==> config.mk <==
export PLATFORM = sky130hd
export DESIGN_NAME = anu_lsu
export DESIGN_NICKNAME = d
export VERILOG_FILES = /design/src/rtl/anu_lsu_pkg.sv /design/src/rtl/anu_lsu_align.sv /design/src/rtl/anu_lsu.sv
export SDC_FILE = /design/constraint.sdc
export NUM_CORES = 1
export LEC_CHECK = 0
export BUFFER_PORTS_ARGS = -buffer_cell sky130_fd_sc_hd__buf_2
export CORE_MARGIN = 4
export CORE_UTILIZATION = 35
export CTS_CLUSTER_DIAMETER = 40
export CTS_CLUSTER_SIZE = 14
export DETAILED_ROUTE_END_ITERATION = 6
export HOLD_SLACK_MARGIN = 0.12
export PLACE_DENSITY_LB_ADDON = 0.15
export SLEW_MARGIN = 20
export SYNTH_ARGS = -nofsm -noshare
export SYNTH_HDL_FRONTEND = slang
export SYNTH_SLANG_ARGS = --single-unit
export TNS_END_PERCENT = 50
==> constraint.sdc <==
create_clock -name clk -period 2.9 [get_ports clk]
set_input_delay 0 -clock clk [delete_from_list [all_inputs] [get_ports clk]]
set_output_delay 0 -clock clk [all_outputs]
set_load 0.1 [all_outputs]
==> src/rtl/anu_lsu_pkg.sv <==
// Shared definitions for the anu_lsu load/store unit: access size encodings,
// FSM state type, latched request control payload and byte-enable helper.
package anu_lsu_pkg;

    localparam logic [1:0] SZ_B = 2'b00;
    localparam logic [1:0] SZ_H = 2'b01;
    localparam logic [1:0] SZ_W = 2'b10;
    localparam logic [1:0] SZ_D = 2'b11;

    typedef enum logic [1:0] {
        ST_IDLE  = 2'd0,
        ST_REQ   = 2'd1,
        ST_RWAIT = 2'd2,
        ST_DONE  = 2'd3
    } lsu_state_e;

    // Control fields of an accepted request, held until completion.
    typedef struct packed {
        logic       we;
        logic [1:0] size;
        logic       uns;
        logic [2:0] off;
    } lsu_ctl_t;

    // (1<<size) contiguous byte lanes starting at byte offset; sized for XLEN=64,
    // callers truncate to their lane count.
    function automatic logic [7:0] be_gen(input logic [1:0] size, input logic [2:0] offset);
        logic [15:0] m;
        m = (16'd1 << (5'd1 << size)) - 16'd1;
        return 8'(m << offset);
    endfunction

    // Address bits below the access size.
    function automatic logic [2:0] size_mask(input logic [1:0] size);
        return 3'((4'd1 << size) - 4'd1);
    endfunction

endpackage

==> src/rtl/anu_lsu_align.sv <==
// Lane steering for anu_lsu: store data replicated across every lane of the
// memory word, and load data shifted down, masked and sign/zero-extended.
// Ports:
//   st_size, st_data      -> st_lanes_c   store replication
//   ld_size, ld_unsigned,
//   ld_off, ld_raw        -> ld_data_c    load extract/extend
module anu_lsu_align
    import anu_lsu_pkg::*;
#(
    parameter int unsigned XLEN = 32
) (
    input  logic [1:0]      st_size,
    input  logic [XLEN-1:0] st_data,
    output logic [XLEN-1:0] st_lanes_c,
    input  logic [1:0]      ld_size,
    input  logic            ld_unsigned,
    input  logic [2:0]      ld_off,
    input  logic [XLEN-1:0] ld_raw,
    output logic [XLEN-1:0] ld_data_c
);

    localparam int unsigned NB = XLEN / 8;

    logic [XLEN-1:0] ld_sh;

    // Store: replicate the right-aligned datum into every lane it could occupy.
    always_comb begin
        st_lanes_c = st_data;
        case (st_size)
            SZ_B:    st_lanes_c = {NB{st_data[7:0]}};
            SZ_H:    st_lanes_c = {(NB / 2){st_data[15:0]}};
            SZ_W:    st_lanes_c = {(NB / 4){st_data[31:0]}};
            default: st_lanes_c = st_data;
        endcase
    end

    // Load: bring the addressed bytes to bit 0, then extend from the datum's top bit.
    always_comb begin
        ld_sh     = ld_raw >> {ld_off, 3'b000};
        ld_data_c = ld_sh;
        case (ld_size)
            SZ_B: begin
                if (ld_unsigned) ld_data_c = XLEN'(ld_sh[7:0]);
                else             ld_data_c = XLEN'($signed(ld_sh[7:0]));
            end
            SZ_H: begin
                if (ld_unsigned) ld_data_c = XLEN'(ld_sh[15:0]);
                else             ld_data_c = XLEN'($signed(ld_sh[15:0]));
            end
            SZ_W: begin
                if (ld_unsigned) ld_data_c = XLEN'(ld_sh[31:0]);
                else             ld_data_c = XLEN'($signed(ld_sh[31:0]));
            end
            default: ld_data_c = ld_sh;
        endcase
    end

endmodule

==> src/rtl/anu_lsu.sv <==
// Handshaked load/store unit between the execute stage and data memory.
// Accepts one request per instruction, drives a held valid/ready request to
// memory, waits for read data on loads, and returns a one-cycle response with
// extended load data or a fault (timeout, or misalignment when built with
// ANU_LSU_MISALIGN_EN; otherwise misaligned addresses are aligned down).
// Ports:
//   clk, rst_n                               clock, async active-low reset
//   req_valid/we/size/unsigned/addr/wdata    execute-stage request
//   stall                                    combinational core stall
//   rsp_valid/rdata/fault                    completion pulse and result
//   mem_valid/ready/we/addr/be/wdata         memory request channel
//   mem_rvalid/rdata                         memory read-data channel
module anu_lsu
    import anu_lsu_pkg::*;
#(
    parameter int unsigned XLEN    = 32,
    parameter int unsigned TIMEOUT = 16
) (
    input  logic              clk,
    input  logic              rst_n,
    input  logic              req_valid,
    input  logic              req_we,
    input  logic [1:0]        req_size,
    input  logic              req_unsigned,
    input  logic [XLEN-1:0]   req_addr,
    input  logic [XLEN-1:0]   req_wdata,
    output logic              stall,
    output logic              rsp_valid,
    output logic [XLEN-1:0]   rsp_rdata,
    output logic              rsp_fault,
    output logic              mem_valid,
    input  logic              mem_ready,
    output logic              mem_we,
    output logic [XLEN-1:0]   mem_addr,
    output logic [XLEN/8-1:0] mem_be,
    output logic [XLEN-1:0]   mem_wdata,
    input  logic              mem_rvalid,
    input  logic [XLEN-1:0]   mem_rdata
);

    localparam int unsigned NB      = XLEN / 8;
    localparam int unsigned OFFW    = $clog2(NB);
    localparam int unsigned CW      = (TIMEOUT > 1) ? $clog2(TIMEOUT + 1) : 1;
    localparam int unsigned TO_LAST = (TIMEOUT == 0) ? 0 : TIMEOUT - 1;

    lsu_state_e      state_q, state_nx;
    lsu_ctl_t        ctl_q;
    logic [CW-1:0]   cnt_q;

    logic [1:0]      eff_size_c;
    logic [2:0]      raw_off_c, al_off_c, smask_c;
    logic            misaligned_c;
    logic            timeout_hit_c;
    logic            accept_c, cnt_clr_c, cnt_inc_c, fault_nx_c;
    logic [XLEN-1:0] st_lanes_c, ld_data_c;

    assign stall = req_valid & ~rsp_valid;

    // Request decode: a double on a 32-bit datapath degrades to a word.
    always_comb begin
        eff_size_c = req_size;
        if (XLEN == 32 && req_size == SZ_D) eff_size_c = SZ_W;
        raw_off_c = 3'(req_addr[OFFW-1:0]);
        smask_c   = size_mask(eff_size_c);
        al_off_c  = raw_off_c & ~smask_c;
    end

`ifdef ANU_LSU_MISALIGN_EN
    assign misaligned_c = (|(raw_off_c & smask_c)) || (XLEN == 32 && req_size == SZ_D);
`else
    assign misaligned_c = 1'b0;
`endif

    assign timeout_hit_c = (TIMEOUT != 0) && (cnt_q == CW'(TO_LAST));

    anu_lsu_align #(.XLEN(XLEN)) u_align (
        .st_size     (eff_size_c),
        .st_data     (req_wdata),
        .st_lanes_c  (st_lanes_c),
        .ld_size     (ctl_q.size),
        .ld_unsigned (ctl_q.uns),
        .ld_off      (ctl_q.off),
        .ld_raw      (mem_rdata),
        .ld_data_c   (ld_data_c)
    );

    // Next-state and control decode.
    always_comb begin
        state_nx   = state_q;
        accept_c   = 1'b0;
        cnt_clr_c  = 1'b0;
        cnt_inc_c  = 1'b0;
        fault_nx_c = 1'b0;
        case (state_q)
            ST_IDLE: begin
                if (req_valid) begin
                    accept_c  = 1'b1;
                    cnt_clr_c = 1'b1;
                    if (misaligned_c) begin
                        state_nx   = ST_DONE;
                        fault_nx_c = 1'b1;
                    end else begin
                        state_nx = ST_REQ;
                    end
                end
            end
            ST_REQ: begin
                if (mem_ready) begin
                    cnt_clr_c = 1'b1;
                    state_nx  = ctl_q.we ? ST_DONE : ST_RWAIT;
                end else if (timeout_hit_c) begin
                    state_nx   = ST_DONE;
                    fault_nx_c = 1'b1;
                end else begin
                    cnt_inc_c = 1'b1;
                end
            end
            ST_RWAIT: begin
                if (mem_rvalid) begin
                    state_nx = ST_DONE;
                end else if (timeout_hit_c) begin
                    state_nx   = ST_DONE;
                    fault_nx_c = 1'b1;
                end else begin
                    cnt_inc_c = 1'b1;
                end
            end
            ST_DONE:  state_nx = ST_IDLE;
            default:  state_nx = ST_IDLE;
        endcase
    end

    // State, wait counter and latched request control.
    always_ff @(posedge clk or negedge rst_n) begin
        if (!rst_n) begin
            state_q <= ST_IDLE;
            cnt_q   <= '0;
            ctl_q   <= '0;
        end else begin
            state_q <= state_nx;
            if (cnt_clr_c)                      cnt_q <= '0;
            else if (cnt_inc_c && TIMEOUT != 0) cnt_q <= cnt_q + CW'(1);
            if (accept_c) begin
                ctl_q.we   <= req_we;
                ctl_q.size <= eff_size_c;
                ctl_q.uns  <= req_unsigned;
                ctl_q.off  <= al_off_c;
            end
        end
    end

    // Registered outputs, loaded from the upcoming state.
    always_ff @(posedge clk or negedge rst_n) begin
        if (!rst_n) begin
            mem_valid <= 1'b0;
            mem_we    <= 1'b0;
            mem_addr  <= '0;
            mem_be    <= '0;
            mem_wdata <= '0;
            rsp_valid <= 1'b0;
            rsp_fault <= 1'b0;
            rsp_rdata <= '0;
        end else begin
            mem_valid <= (state_nx == ST_REQ);
            if (accept_c) begin
                mem_we    <= req_we;
                mem_addr  <= {req_addr[XLEN-1:OFFW], OFFW'(0)};
                mem_be    <= NB'(be_gen(eff_size_c, al_off_c));
                mem_wdata <= st_lanes_c;
            end
            rsp_valid <= (state_nx == ST_DONE);
            rsp_fault <= fault_nx_c;
            rsp_rdata <= (state_q == ST_RWAIT && mem_rvalid) ? ld_data_c : '0;
        end
    end

endmodule

==> flow_summary.json <==
{
  "crit_fanout": 21,
  "outcome": "complete, no violations",
  "drv_slew": 0,
  "seq_area_mm2": 0.002854,
  "finalHoldViolCount": 0,
  "yosysWarnings": 0,
  "finalCritPeriodShare_pct": 92.77,
  "cts-htree-levels": 4,
  "min_to": "rsp_rdata[1]$_DFF_PN0_",
  "start_util_pct": 36.39,
  "fin_nets": 874,
  "clock-sinks": 114,
  "synth-edff-count": 0,
  "yosys.area_share.simple_pct": 8.390,
  "n_antenna_cell": 0,
  "crit_path_end_kind": "flop",
  "reg2reg_from": "ctl_q[0]$_DFFE_PN0P_",
  "antenna_found_initial": 0,
  "routabilityCongestion": 0.8079,
  "clock_path_buffers": 2,
  "syn_area_mm2": 0.005130,
  "cts_root_buf": "clkbuf_16",
  "hold_path_class": "in -> reg",
  "routed_wl_um": 15150,
  "synth-seq-area-share_pct": 55.61,
  "fp.dieH_um": 129.1,
  "avgRoutedWirePerCell_um": 15.86,
  "grt_pass1_vias": 4745,
  "dr.pass1.iters": 4,
  "port_buffers": 207,
  "yosysUniqueCellTypes": 42,
  "tns_ns": 0,
  "clock_skew_ns": 0.009689,
  "hpwl_um": 10420,
  "r2r_cells": 6,
  "cts_tree": "done",
  "rsz0062_at_grt": "no",
  "synth_compound_area_share_pct": 12.73,
  "synth.avg_cell_area_um2": 11.61,
  "dieArea_mm2": 0.01666,
  "arrival_ns": 2.98,
  "final_common_cell": "buf_2",
  "critPathKind": "reg -> reg",
  "r2r_slack_ns": 0.21,
  "track_usage_pct": 18.26,
  "synth_xor_area_share_pct": 0.3415,
  "synthMuxAreaShare_pct": 17.93,
  "worst_pin_slew_ns": 0.9148,
  "area_delta_synth_final_pct": 58.46,
  "fmax_mhz": 371.7,
  "die_x_um": 129.1,
  "synthCells": 442,
  "multiInputGateArea_mm2": 0.002123,
  "vias": 4560,
  "clock_latency_ns": 0.41,
  "avgViaCountPerCell": 4.775,
  "drc": 0,
  "fillerInstances": 1196,
  "r2r-end": "rsp_rdata[11]$_DFF_PN0_",
  "holdPathStages": 4,
  "io_pins": 210,
  "grt_max_degree": 66,
  "ant_nets": 0,
  "core.rowCount": 43,
  "synth_top_family_by_area": "multiplexers",
  "layout-drive-gt1-share_pct": 37.94,
  "setup_viol": 0,
  "async_flop_share_pct": 100.0,
  "cp.required_ns": 3.19,
  "min_period_ns": 2.690,
  "timing.slew.headroom_pct": 39.01,
  "startpoint_type": "flop",
  "synth-main-ff-cell": "dfrtp_1",
  "grt_pass1_wl_um": 24020,
  "cts_buffers": 17,
  "ys_ff_latch": 114,
  "drt_iter0_drc": 249,
  "maxCapViolCount": 0,
  "final_cell_mix": "206 x buf_2, 115 x dlygate4sd3_1, 113 x dfrtp_1",
  "cts.clk_slew.worst_paths_ns": 0.06,
  "synthAdderAreaFrac_pct": 1.707,
  "globalRoute.totalOverflow": 0,
  "holdCritStartpoint": "mem_rdata[1]",
  "core_area_mm2": 0.01410
}
-- critical path: stages, from the launching register on --
cell	delay, ns
dfrtp_2	0.58
buf_4	0.36
mux2i_1	0.22
dlygate4sd3_1	0.57
o21ai_0	0.07
and3_1	0.22
dlygate4sd3_1	0.55
-- through the flow --
step	utilization, %	instance area, um^2	cells	hold slack [ns]	setup slack (ns)
after floorplan	-	5134	443	-0.2956	0.6893
after global placement	44.95	6336	808	0.09498	0.9118
after detailed placement	44.95	6336	808	0.1074	0.7227
after CTS	57.66	8128	955	0.1239	0.06929
after global routing	57.67	8129	955	0.1779	0.08381
final	57.67	8129	955	0.1388	0.2098
-- logic make-up (layout without fill, tap and decap cells) --
logic type | Yosys count | in the layout
adder cells (fa/ha/maj) | 7 | 7
flip-flops | 114 | 114
AO/OA/AOI/OAI | 105 | 105
buffers and inverters | 36 | 368
other | 1 | 2
AND/OR/NAND/NOR | 91 | 91
multiplexers | 86 | 86
XOR/XNOR | 2 | 2
-- registers in the layout (all words and copies together), names as in the netlist --
name / count
rsp_rdata: 32
rsp_valid: 1
cnt_q: 5
state_q: 2
rsp_fault: 1
mem_be: 4
mem_we: 1
ctl_q: 5
mem_valid: 1
mem_wdata: 32
mem_addr: 30
-- cell type report --
class | instances | area share, %
Sequential cell | 114 | 35.11
Timing Repair Buffer | 327 | 27.71
Clock inverter | 8 | 1.832
Inverter | 9 | 0.4156
Clock buffer | 24 | 6.049
Tap cell | 180 | 2.771
Multi-Input combinational cell | 293 | 26.12
-- routing by layer --
| metal | global-route usage [%] | share of wire (%) | routed length (um) | up-vias |
|---|---|---|---|---|
| met2 | 30.67 | 50 | 7636 | 170 |
| met1 | 22.70 | 41 | 6145 | 2173 |
| met3 | 5.936 | 8.2 | 1237 | 13 |
| met5 | 0 | 0 | 0 | - |
| met4 | 5.065 | 0.86 | 131 | 0 |
| li1 | - | - | - | 2204 |
-- how the worst max path moves through the flow --
stage	start	end	slack [ns]	depth (start not counted)
floorplan	rsp_valid$_DFF_PN0_	stall	0.69	1
detailed placement	state_q[0]$_DFF_PN0_	rsp_rdata[29]$_DFF_PN0_	0.72	6
finish	ctl_q[0]$_DFFE_PN0P_	rsp_rdata[11]$_DFF_PN0_	0.21	6
CTS	ctl_q[0]$_DFFE_PN0P_	rsp_rdata[11]$_DFF_PN0_	0.07	6
global placement	state_q[0]$_DFF_PN0_	rsp_rdata[26]$_DFF_PN0_	0.91	6
global route	ctl_q[0]$_DFFE_PN0P_	rsp_rdata[11]$_DFF_PN0_	0.08	6
-- cells in the mapped netlist, types with 10 or more instances --
cell type,instances,area share [%]
dfrtp_1,114,56
o21ai_0,46,4.5
mux2_2,43,9.4
mux2i_1,42,8.2
nand2_1,36,2.6
a21oi_1,21,2.0
nor2_1,20,1.5
a211oi_1,16,2.3
buf_2,12,1.2
clkbuf_1,10,0.73
-- timing repair --
action | CTS | global route
hold endpoints to repair | 167 | 0
gates resized for setup | 0 | 1
hold buffers | 115 | 0
buffers inserted | 0 | 0
endpoints found under the setup margin | 0 | 3
Power is left out: the tool's default activity adds up to more than one toggle a clock period on the data nets, which glitch-free logic cannot reach.
